$ cat src/rtl/vec_operand_loader_pkg.sv
// Shared definitions for the vector operand loader.
// Holds the load-sequencer state encoding, the lane geometry and the
// default byte stride between consecutive lane addresses.
package vec_operand_loader_pkg;

  // Sequencer states: idle, streaming vector A, streaming vector B, holding.
  typedef enum logic [1:0] {
    IDLE   = 2'd0,
    LOAD_A = 2'd1,
    LOAD_B = 2'd2,
    DONE   = 2'd3
  } state_e;

  localparam int NUM_LANES      = 5;
  localparam int LANE_IDX_W     = 3;
  localparam int DEFAULT_WIDTH  = 32;
  localparam int DEFAULT_STRIDE = 4;

endpackage

$ cat src/rtl/vec_operand_loader_if.sv
// Bundle between the operand loader, the data-memory read port, the
// requester that issues loads and the vector ALU that consumes the lanes.
//   start, a_base, b_base : load request and the two lane-0 byte addresses
//   mem_addr, mem_re      : read request to data memory
//   mem_rdata             : combinational read data for mem_addr
//   a[], b[]              : registered operand lanes for the vector ALU
//   busy, valid, done     : load in progress / lanes coherent / first valid cycle
// The slave modport is the loader itself; master is its environment.
interface vec_operand_loader_if
  import vec_operand_loader_pkg::*;
#(
  parameter int WIDTH = DEFAULT_WIDTH
);

  logic             start;
  logic [WIDTH-1:0] a_base;
  logic [WIDTH-1:0] b_base;
  logic [WIDTH-1:0] mem_addr;
  logic             mem_re;
  logic [WIDTH-1:0] mem_rdata;
  logic [WIDTH-1:0] a [NUM_LANES];
  logic [WIDTH-1:0] b [NUM_LANES];
  logic             busy;
  logic             valid;
  logic             done;

  modport slave (
    input  start, a_base, b_base, mem_rdata,
    output mem_addr, mem_re, a, b, busy, valid, done
  );

  modport master (
    output start, a_base, b_base, mem_rdata,
    input  mem_addr, mem_re, a, b, busy, valid, done
  );

endinterface

$ cat src/rtl/vec_operand_loader_addr_gen.sv
// Address generator for the operand loader.
// Latches both base addresses when a load is accepted, counts the lane
// index 0..NUM_LANES-1 once per load cycle, and forms base + index*STRIDE
// for whichever vector is currently streaming.
//   load_i   : a new load was accepted; latch bases and clear the index
//   step_i   : a lane was read this cycle; advance the index
//   sel_b_i  : address vector B instead of vector A
//   a_base_i, b_base_i : lane-0 byte addresses from the requester
//   addr_o   : byte address of the current lane (wraps modulo 2^WIDTH)
//   idx_o    : current lane index
//   last_o   : current lane is the final lane of a vector
module vec_addr_gen
  import vec_operand_loader_pkg::*;
#(
  parameter int WIDTH  = DEFAULT_WIDTH,
  parameter int STRIDE = DEFAULT_STRIDE
) (
  input  logic                  clk,
  input  logic                  reset,
  input  logic                  load_i,
  input  logic                  step_i,
  input  logic                  sel_b_i,
  input  logic [WIDTH-1:0]      a_base_i,
  input  logic [WIDTH-1:0]      b_base_i,
  output logic [WIDTH-1:0]      addr_o,
  output logic [LANE_IDX_W-1:0] idx_o,
  output logic                  last_o
);

  logic [WIDTH-1:0]      a_base_q;
  logic [WIDTH-1:0]      b_base_q;
  logic [LANE_IDX_W-1:0] idx_q;
  logic [LANE_IDX_W-1:0] idx_d;

  // The index wraps back to zero after the last lane so that the switch
  // from vector A to vector B starts at lane 0 without extra control.
  always_comb begin
    idx_d = idx_q;
    if (load_i) begin
      idx_d = '0;
    end else if (step_i) begin
      idx_d = last_o ? '0 : idx_q + 1'b1;
    end
  end

  // Bases are captured only on an accepted load, so a start that arrives
  // mid-load cannot disturb the addresses of the load in flight.
  always_ff @(posedge clk or posedge reset) begin
    if (reset) begin
      a_base_q <= '0;
      b_base_q <= '0;
      idx_q    <= '0;
    end else begin
      if (load_i) begin
        a_base_q <= a_base_i;
        b_base_q <= b_base_i;
      end
      idx_q <= idx_d;
    end
  end

  // Plain WIDTH-bit addition; overflow past the top of memory simply wraps.
  assign addr_o = (sel_b_i ? b_base_q : a_base_q) + WIDTH'(idx_q) * WIDTH'(STRIDE);
  assign idx_o  = idx_q;
  assign last_o = (idx_q == LANE_IDX_W'(NUM_LANES - 1));

endmodule

$ cat src/rtl/vec_operand_loader.sv
// Vector operand loader: on a start request streams five words for vector A
// then five for vector B from data memory, one per cycle, into registered
// lanes, then holds them with valid high until the next start.
//   clk   : system clock
//   reset : asynchronous active-high reset, clears all state and lanes
//   lb    : loader bus (request, memory port, lanes, status)
module vec_operand_loader
  import vec_operand_loader_pkg::*;
#(
  parameter int WIDTH  = DEFAULT_WIDTH,
  parameter int STRIDE = DEFAULT_STRIDE
) (
  input  logic                  clk,
  input  logic                  reset,
  vec_operand_loader_if.slave   lb
);

  state_e                state_q;
  state_e                state_d;
  logic                  done_q;
  logic                  accept;
  logic                  loading;
  logic                  last;
  logic [WIDTH-1:0]      addr;
  logic [LANE_IDX_W-1:0] idx;
  logic [WIDTH-1:0]      a_q [NUM_LANES];
  logic [WIDTH-1:0]      b_q [NUM_LANES];

  vec_addr_gen #(
    .WIDTH  (WIDTH),
    .STRIDE (STRIDE)
  ) u_addr_gen (
    .clk      (clk),
    .reset    (reset),
    .load_i   (accept),
    .step_i   (loading),
    .sel_b_i  (state_q == LOAD_B),
    .a_base_i (lb.a_base),
    .b_base_i (lb.b_base),
    .addr_o   (addr),
    .idx_o    (idx),
    .last_o   (last)
  );

  // Next-state logic. A start is only honoured when no load is running,
  // which is what makes mid-load start pulses harmless.
  always_comb begin
    state_d = state_q;
    accept  = 1'b0;
    loading = 1'b0;
    unique case (state_q)
      IDLE: begin
        if (lb.start) begin
          accept  = 1'b1;
          state_d = LOAD_A;
        end
      end
      LOAD_A: begin
        loading = 1'b1;
        if (last) state_d = LOAD_B;
      end
      LOAD_B: begin
        loading = 1'b1;
        if (last) state_d = DONE;
      end
      DONE: begin
        if (lb.start) begin
          accept  = 1'b1;
          state_d = LOAD_A;
        end
      end
      default: state_d = IDLE;
    endcase
  end

  // State register plus the done pulse, which fires on the edge that moves
  // the sequencer into DONE and therefore lasts exactly one DONE cycle.
  always_ff @(posedge clk or posedge reset) begin
    if (reset) begin
      state_q <= IDLE;
      done_q  <= 1'b0;
    end else begin
      state_q <= state_d;
      done_q  <= (state_d == DONE) && (state_q != DONE);
    end
  end

  // Each lane is written only in its own load cycle; every other cycle it
  // holds, so A lanes already carry new data while B is still streaming.
  always_ff @(posedge clk or posedge reset) begin
    if (reset) begin
      for (int l = 0; l < NUM_LANES; l++) begin
        a_q[l] <= '0;
        b_q[l] <= '0;
      end
    end else begin
      for (int l = 0; l < NUM_LANES; l++) begin
        if (state_q == LOAD_A && idx == LANE_IDX_W'(l)) a_q[l] <= lb.mem_rdata;
        if (state_q == LOAD_B && idx == LANE_IDX_W'(l)) b_q[l] <= lb.mem_rdata;
      end
    end
  end

  // Outputs to the bus. The address is forced to zero outside load cycles
  // so memory never sees a stale address with read enable low.
  always_comb begin
    lb.mem_re   = loading;
    lb.busy     = loading;
    lb.valid    = (state_q == DONE);
    lb.done     = done_q;
    lb.mem_addr = loading ? addr : '0;
    for (int l = 0; l < NUM_LANES; l++) begin
      lb.a[l] = a_q[l];
      lb.b[l] = b_q[l];
    end
  end

endmodule
$ cat src/flat_wrapper.sv
// flat-port wrapper written by rule: the top's interface ports become plain ports
module vec_operand_loader_flat import vec_operand_loader_pkg::*;
#(
  parameter int WIDTH  = DEFAULT_WIDTH,
  parameter int STRIDE = DEFAULT_STRIDE
)
  (clk, reset, lb_start, lb_a_base, lb_b_base, lb_mem_rdata, lb_mem_addr, lb_mem_re, lb_a, lb_b, lb_busy, lb_valid, lb_done);
  vec_operand_loader_if #(.WIDTH(WIDTH)) lb_i ();
  input  logic clk;
  input  logic reset;
  input wire logic [$bits(lb_i.start)-1:0] lb_start;
  input wire logic [$bits(lb_i.a_base)-1:0] lb_a_base;
  input wire logic [$bits(lb_i.b_base)-1:0] lb_b_base;
  input wire logic [$bits(lb_i.mem_rdata)-1:0] lb_mem_rdata;
  output wire logic [$bits(lb_i.mem_addr)-1:0] lb_mem_addr;
  output wire logic [$bits(lb_i.mem_re)-1:0] lb_mem_re;
  output wire logic [$bits(lb_i.a)-1:0] lb_a;
  output wire logic [$bits(lb_i.b)-1:0] lb_b;
  output wire logic [$bits(lb_i.busy)-1:0] lb_busy;
  output wire logic [$bits(lb_i.valid)-1:0] lb_valid;
  output wire logic [$bits(lb_i.done)-1:0] lb_done;
  assign lb_i.start = lb_start;
  assign lb_i.a_base = lb_a_base;
  assign lb_i.b_base = lb_b_base;
  assign lb_i.mem_rdata = lb_mem_rdata;
  assign lb_mem_addr = lb_i.mem_addr;
  assign lb_mem_re = lb_i.mem_re;
  assign lb_a = {>>{lb_i.a}};
  assign lb_b = {>>{lb_i.b}};
  assign lb_busy = lb_i.busy;
  assign lb_valid = lb_i.valid;
  assign lb_done = lb_i.done;
  vec_operand_loader #(.WIDTH(WIDTH), .STRIDE(STRIDE)) u_core (.clk(clk), .reset(reset), .lb(lb_i));
endmodule
$ cat config.mk
export PLATFORM = sky130hd
export DESIGN_NAME = vec_operand_loader_flat
export DESIGN_NICKNAME = d
export VERILOG_FILES = /design/src/rtl/vec_operand_loader_pkg.sv /design/src/rtl/vec_operand_loader_if.sv /design/src/rtl/vec_operand_loader_addr_gen.sv /design/src/rtl/vec_operand_loader.sv /design/src/flat_wrapper.sv
export SDC_FILE = /design/constraint.sdc
export NUM_CORES = 1
export LEC_CHECK = 0
export ABC_AREA = 1
export CAP_MARGIN = 40
export CORE_MARGIN = 5
export CORE_UTILIZATION = 53
export CTS_BUF_LIST = sky130_fd_sc_hd__clkbuf_8
export CTS_CLUSTER_SIZE = 10
export DETAILED_ROUTE_END_ITERATION = 16
export GPL_TIMING_DRIVEN = 0
export PLACE_DENSITY = 0.88
export SLEW_MARGIN = 25
export SYNTH_ARGS = -nofsm -noshare
export SYNTH_HDL_FRONTEND = slang
export SYNTH_SLANG_ARGS = --single-unit
$ cat constraint.sdc
create_clock -name clk -period 37.7 [get_ports clk]
set_input_delay 11.31 -clock clk [delete_from_list [all_inputs] [get_ports clk]]
set_output_delay 11.31 -clock clk [all_outputs]
set_load 0.005 [all_outputs]
==> results.py <==
metrics = {
    "hold_path": {
        "hp-start": "u_core.lb.a[129]$_DFFE_PP0P_",
        "hp-class": "flop to flop",
        "hold_depth": 2,
        "holdPathEnd": "u_core.lb.a[129]$_DFFE_PP0P_",
    },
    "logic_synthesis": {
        "syn_area_um2": 15800,
        "synth_area_leaders": "dfrtp_1 (62%), nand2_1 (13%), o21ai_0 (11%)",
        "yosysWarnings": 0,
        "ys_types": 33,
        "ys_seq_area_frac": 0.616,
        "syn_inst": 1727,
        "yosysTopAreaCell": "dfrtp_1",
        "synth_nets": 1838,
        "ys_ff_latch": 390,
        "yosysTopAreaCellShare": 0.616,
        "synth_area_per_cell_um2": 9.17,
    },
    "place": {
        "place_congestion": 0.929,
        "portBuffers": 454,
        "dpl_cell_area_um2": 21000,
        "dp_hpwl_mm": 43.5,
    },
    "floorplanning": {
        "die-width_um": 183,
        "rows": 63,
        "dieHeight_um": 183,
        "initial_core_util": 0.536,
        "pin_count": 455,
        "fp.coreArea_um2": 29600,
        "die-area_um2": 33400,
    },
    "power_and_ir_drop": {
        "powerDensity_nw_per_um2": 102,
        "ir_drop_mv": 0.0661,
        "p_leak_nw": 10.7,
        "total_power_mw": 2.27,
    },
    "setup_path": {
        "r2r_end": "u_core.lb.b[135]$_DFFE_PP0P_",
        "cp.arrival_ns": 4.77,
        "worst-path-max-fanout": 10,
        "critical_path.endpoint_type": "output pin",
        "start_kind": "flop",
        "reg2reg_from": "u_core.state_q[0]$_DFF_PP0_",
        "rr_worst_depth": 7,
        "rrSetupSlack_ns": 35.06,
        "critPathRequiredTime_ns": 26.39,
        "critPathKind": "flop to output pin",
    },
    "clock_network": {
        "cts_root_buffer": "clkbuf_8",
        "ctsHoldBuffers": 0,
        "cts_tree": "yes",
        "clock_path_buffers": 3,
        "cts.sinks": 390,
        "h-tree-depth": 2,
        "cts_buffers": 61,
        "cts_resized": 0,
        "clk_pin_slew_ns": 0.06,
        "cts_setup_buffers": 0,
        "worstSkewPairLatency_ns": 0.64,
    },
    "global_route": {
        "grt_max_degree": 98,
        "grtUsageTotal": 0.370,
        "grt_overflow": 0,
        "groute.layer.met3.usage": 0.135,
        "grt_pass1_vias": 16079,
        "use_met2": 0.597,
        "antenna_found_initial": 0,
        "top_usage_layer": "met2",
        "grt_pass1_wl_mm": 95.4,
        "use_met1": 0.439,
    },
    "sta": {
        "finalSetupViolations": 0,
        "timing.hold.ws_ns": 0.480,
        "rsz0062_at_grt": "no",
        "hold_viol_final": 0,
        "slew_viol_final": 0,
        "skew_ns": 0.0562,
        "worst_pin_slew_ns": 0.898,
        "post-route-min-period_ns": 16.08,
        "max_freq_mhz": 62.2,
        "slew_headroom": 0.401,
        "tns_ns": 0,
        "finalCritPeriodShare": 0.427,
    },
    "routing": {
        "drtIter0Drc": 1456,
        "drtPass1Iterations": 5,
        "via_count": 15350,
        "drt_wl_total_mm": 62.8,
        "routed_via_density": 5.72,
        "final_antenna_net_count": 0,
        "drc": 0,
        "wl_per_cell_um": 23.4,
    },
    "final_layout": {
        "final_util": 0.753,
        "areaGrowthSynthToFinish_pct": 40.6,
        "layout.nets": 2359,
        "drive_gt1_frac": 0.0723,
        "fin_area_um2": 22300,
        "multi_input_area_um2": 5250,
        "layout_commonest_cell": "nand2_1",
        "ff_latch_area_um2": 9760,
        "final_cell_mix": "nand2_1 (530), clkdlybuf4s50_1 (454), dfrtp_1 (390), o21ai_0 (336), inv_1 (136)",
        "fillCellCount": 1886,
        "diodes": 0,
    },
    "run_status": {
        "status": "finished clean",
    },
    "job": {
        "drv_cap": 0,
    },
}
## routing by layer
metal / share of wire / wire length, um / vias to the layer above
li1: - / - / 6572
met1: 0.35 / 22200 / 7517
met2: 0.47 / 29200 / 1012
met3: 0.12 / 7410 / 249
met4: 0.063 / 3960 / 0
met5: 0 / 0 / -
## cells in the mapped netlist
cell type    n
a21oi_1     56
a31o_2       1
nand2_4      2
o21ai_0    336
mux2_2      24
nor2_1     108
o21a_1       1
buf_8        1
buf_1        4
fa_1         1
clkinv_1     1
a211oi_1     1
dfrtp_1    390
nand2_1    530
nor2_4       6
buf_6        6
nor3_1       1
clkbuf_1    70
o211ai_1     1
o21ai_1      1
nor2_2       9
inv_2        4
o32ai_1      1
nand3_2      3
buf_2        5
inv_1      111
buf_4        1
nand3_1     22
nand2_2     15
mux2i_1      1
nand4_1      2
a22oi_1      1
ha_1        11
## worst max-delay path: stages, from the launching register on
cell	delay [ns]
dfrtp_1	0.43
inv_1	0.07
ha_1	0.26
inv_2	0.08
buf_6	0.15
buf_6	0.17
clkbuf_1	0.60
nand2_1	0.11
nand2_1	0.09
ha_1	0.18
fa_1	0.23
nand2_1	0.07
nand2_1	0.11
nand2_1	0.11
nor2_4	0.11
nand2_2	0.10
nor2_4	0.21
nand2_1	0.08
nand2_1	0.06
nand2_1	0.06
nor2_1	0.28
clkdlybuf4s50_1	0.57
## cells by family (layout without fill, tap and decap cells)
kind of cell               Yosys count  in the layout  share of synthesized area
and+or+nand+nor                    698            698                      0.176
AOI/OAI and AO/OA                  399            399                      0.127
DFF                                390            390                      0.616
buffers and inverters              203            771                     0.0523
muxes                               25             25                     0.0177
adders and majority gates           12             12                    0.00996
## worst max-delay path by stage
stage	start	end	slack (ns)
detailed placement	u_core.state_q[0]$_DFF_PP0_	lb_mem_addr[30]	22.20
floorplan	reset	u_core.lb.a[0]$_DFFE_PP0P_	15.55
global route	u_core.state_q[0]$_DFF_PP0_	lb_mem_addr[30]	21.32
finish	u_core.state_q[0]$_DFF_PP0_	lb_mem_addr[30]	21.62
CTS	u_core.state_q[0]$_DFF_PP0_	lb_mem_addr[30]	21.57
global placement	reset	u_core.lb.a[122]$_DFFE_PP0P_	11.44
## flip-flops by register name (all words and copies together) (netlist names)
signal,cells
u_core.lb.b,160
u_core.lb.a,160
u_core.lb.done,1
u_core.u_addr_gen.idx_o,3
u_core.state_q,2
u_core.u_addr_gen.a_base_q,32
u_core.u_addr_gen.b_base_q,32
## through the flow
stage,std cells,setup slack [ns]
floorplan,1727,15.55
global placement,2571,11.44
detailed placement,2575,22.20
CTS,2685,21.57
global route,2685,21.32
finish,2685,21.62
## report_power, final
part / internal [mW] / switching [mW] / leakage (nW) / total (mW)
registers: 0.633 / 0.133 / 4.64 / 0.766
logic: 0.543 / 0.587 / 5.29 / 1.13
clock network: 0.202 / 0.174 / 0.753 / 0.376
## area by class of cell
type / instances / share of cell area
flip-flops and latches: 390 / 0.438
multi-input cells: 1134 / 0.236
repair buffers: 458 / 0.209
clock buffers: 76 / 0.0470
well taps: 390 / 0.0219
inverters: 116 / 0.0199
plain buffers: 87 / 0.0176
clock inverters: 34 / 0.0104
Power figures use the tool's default switching activity.
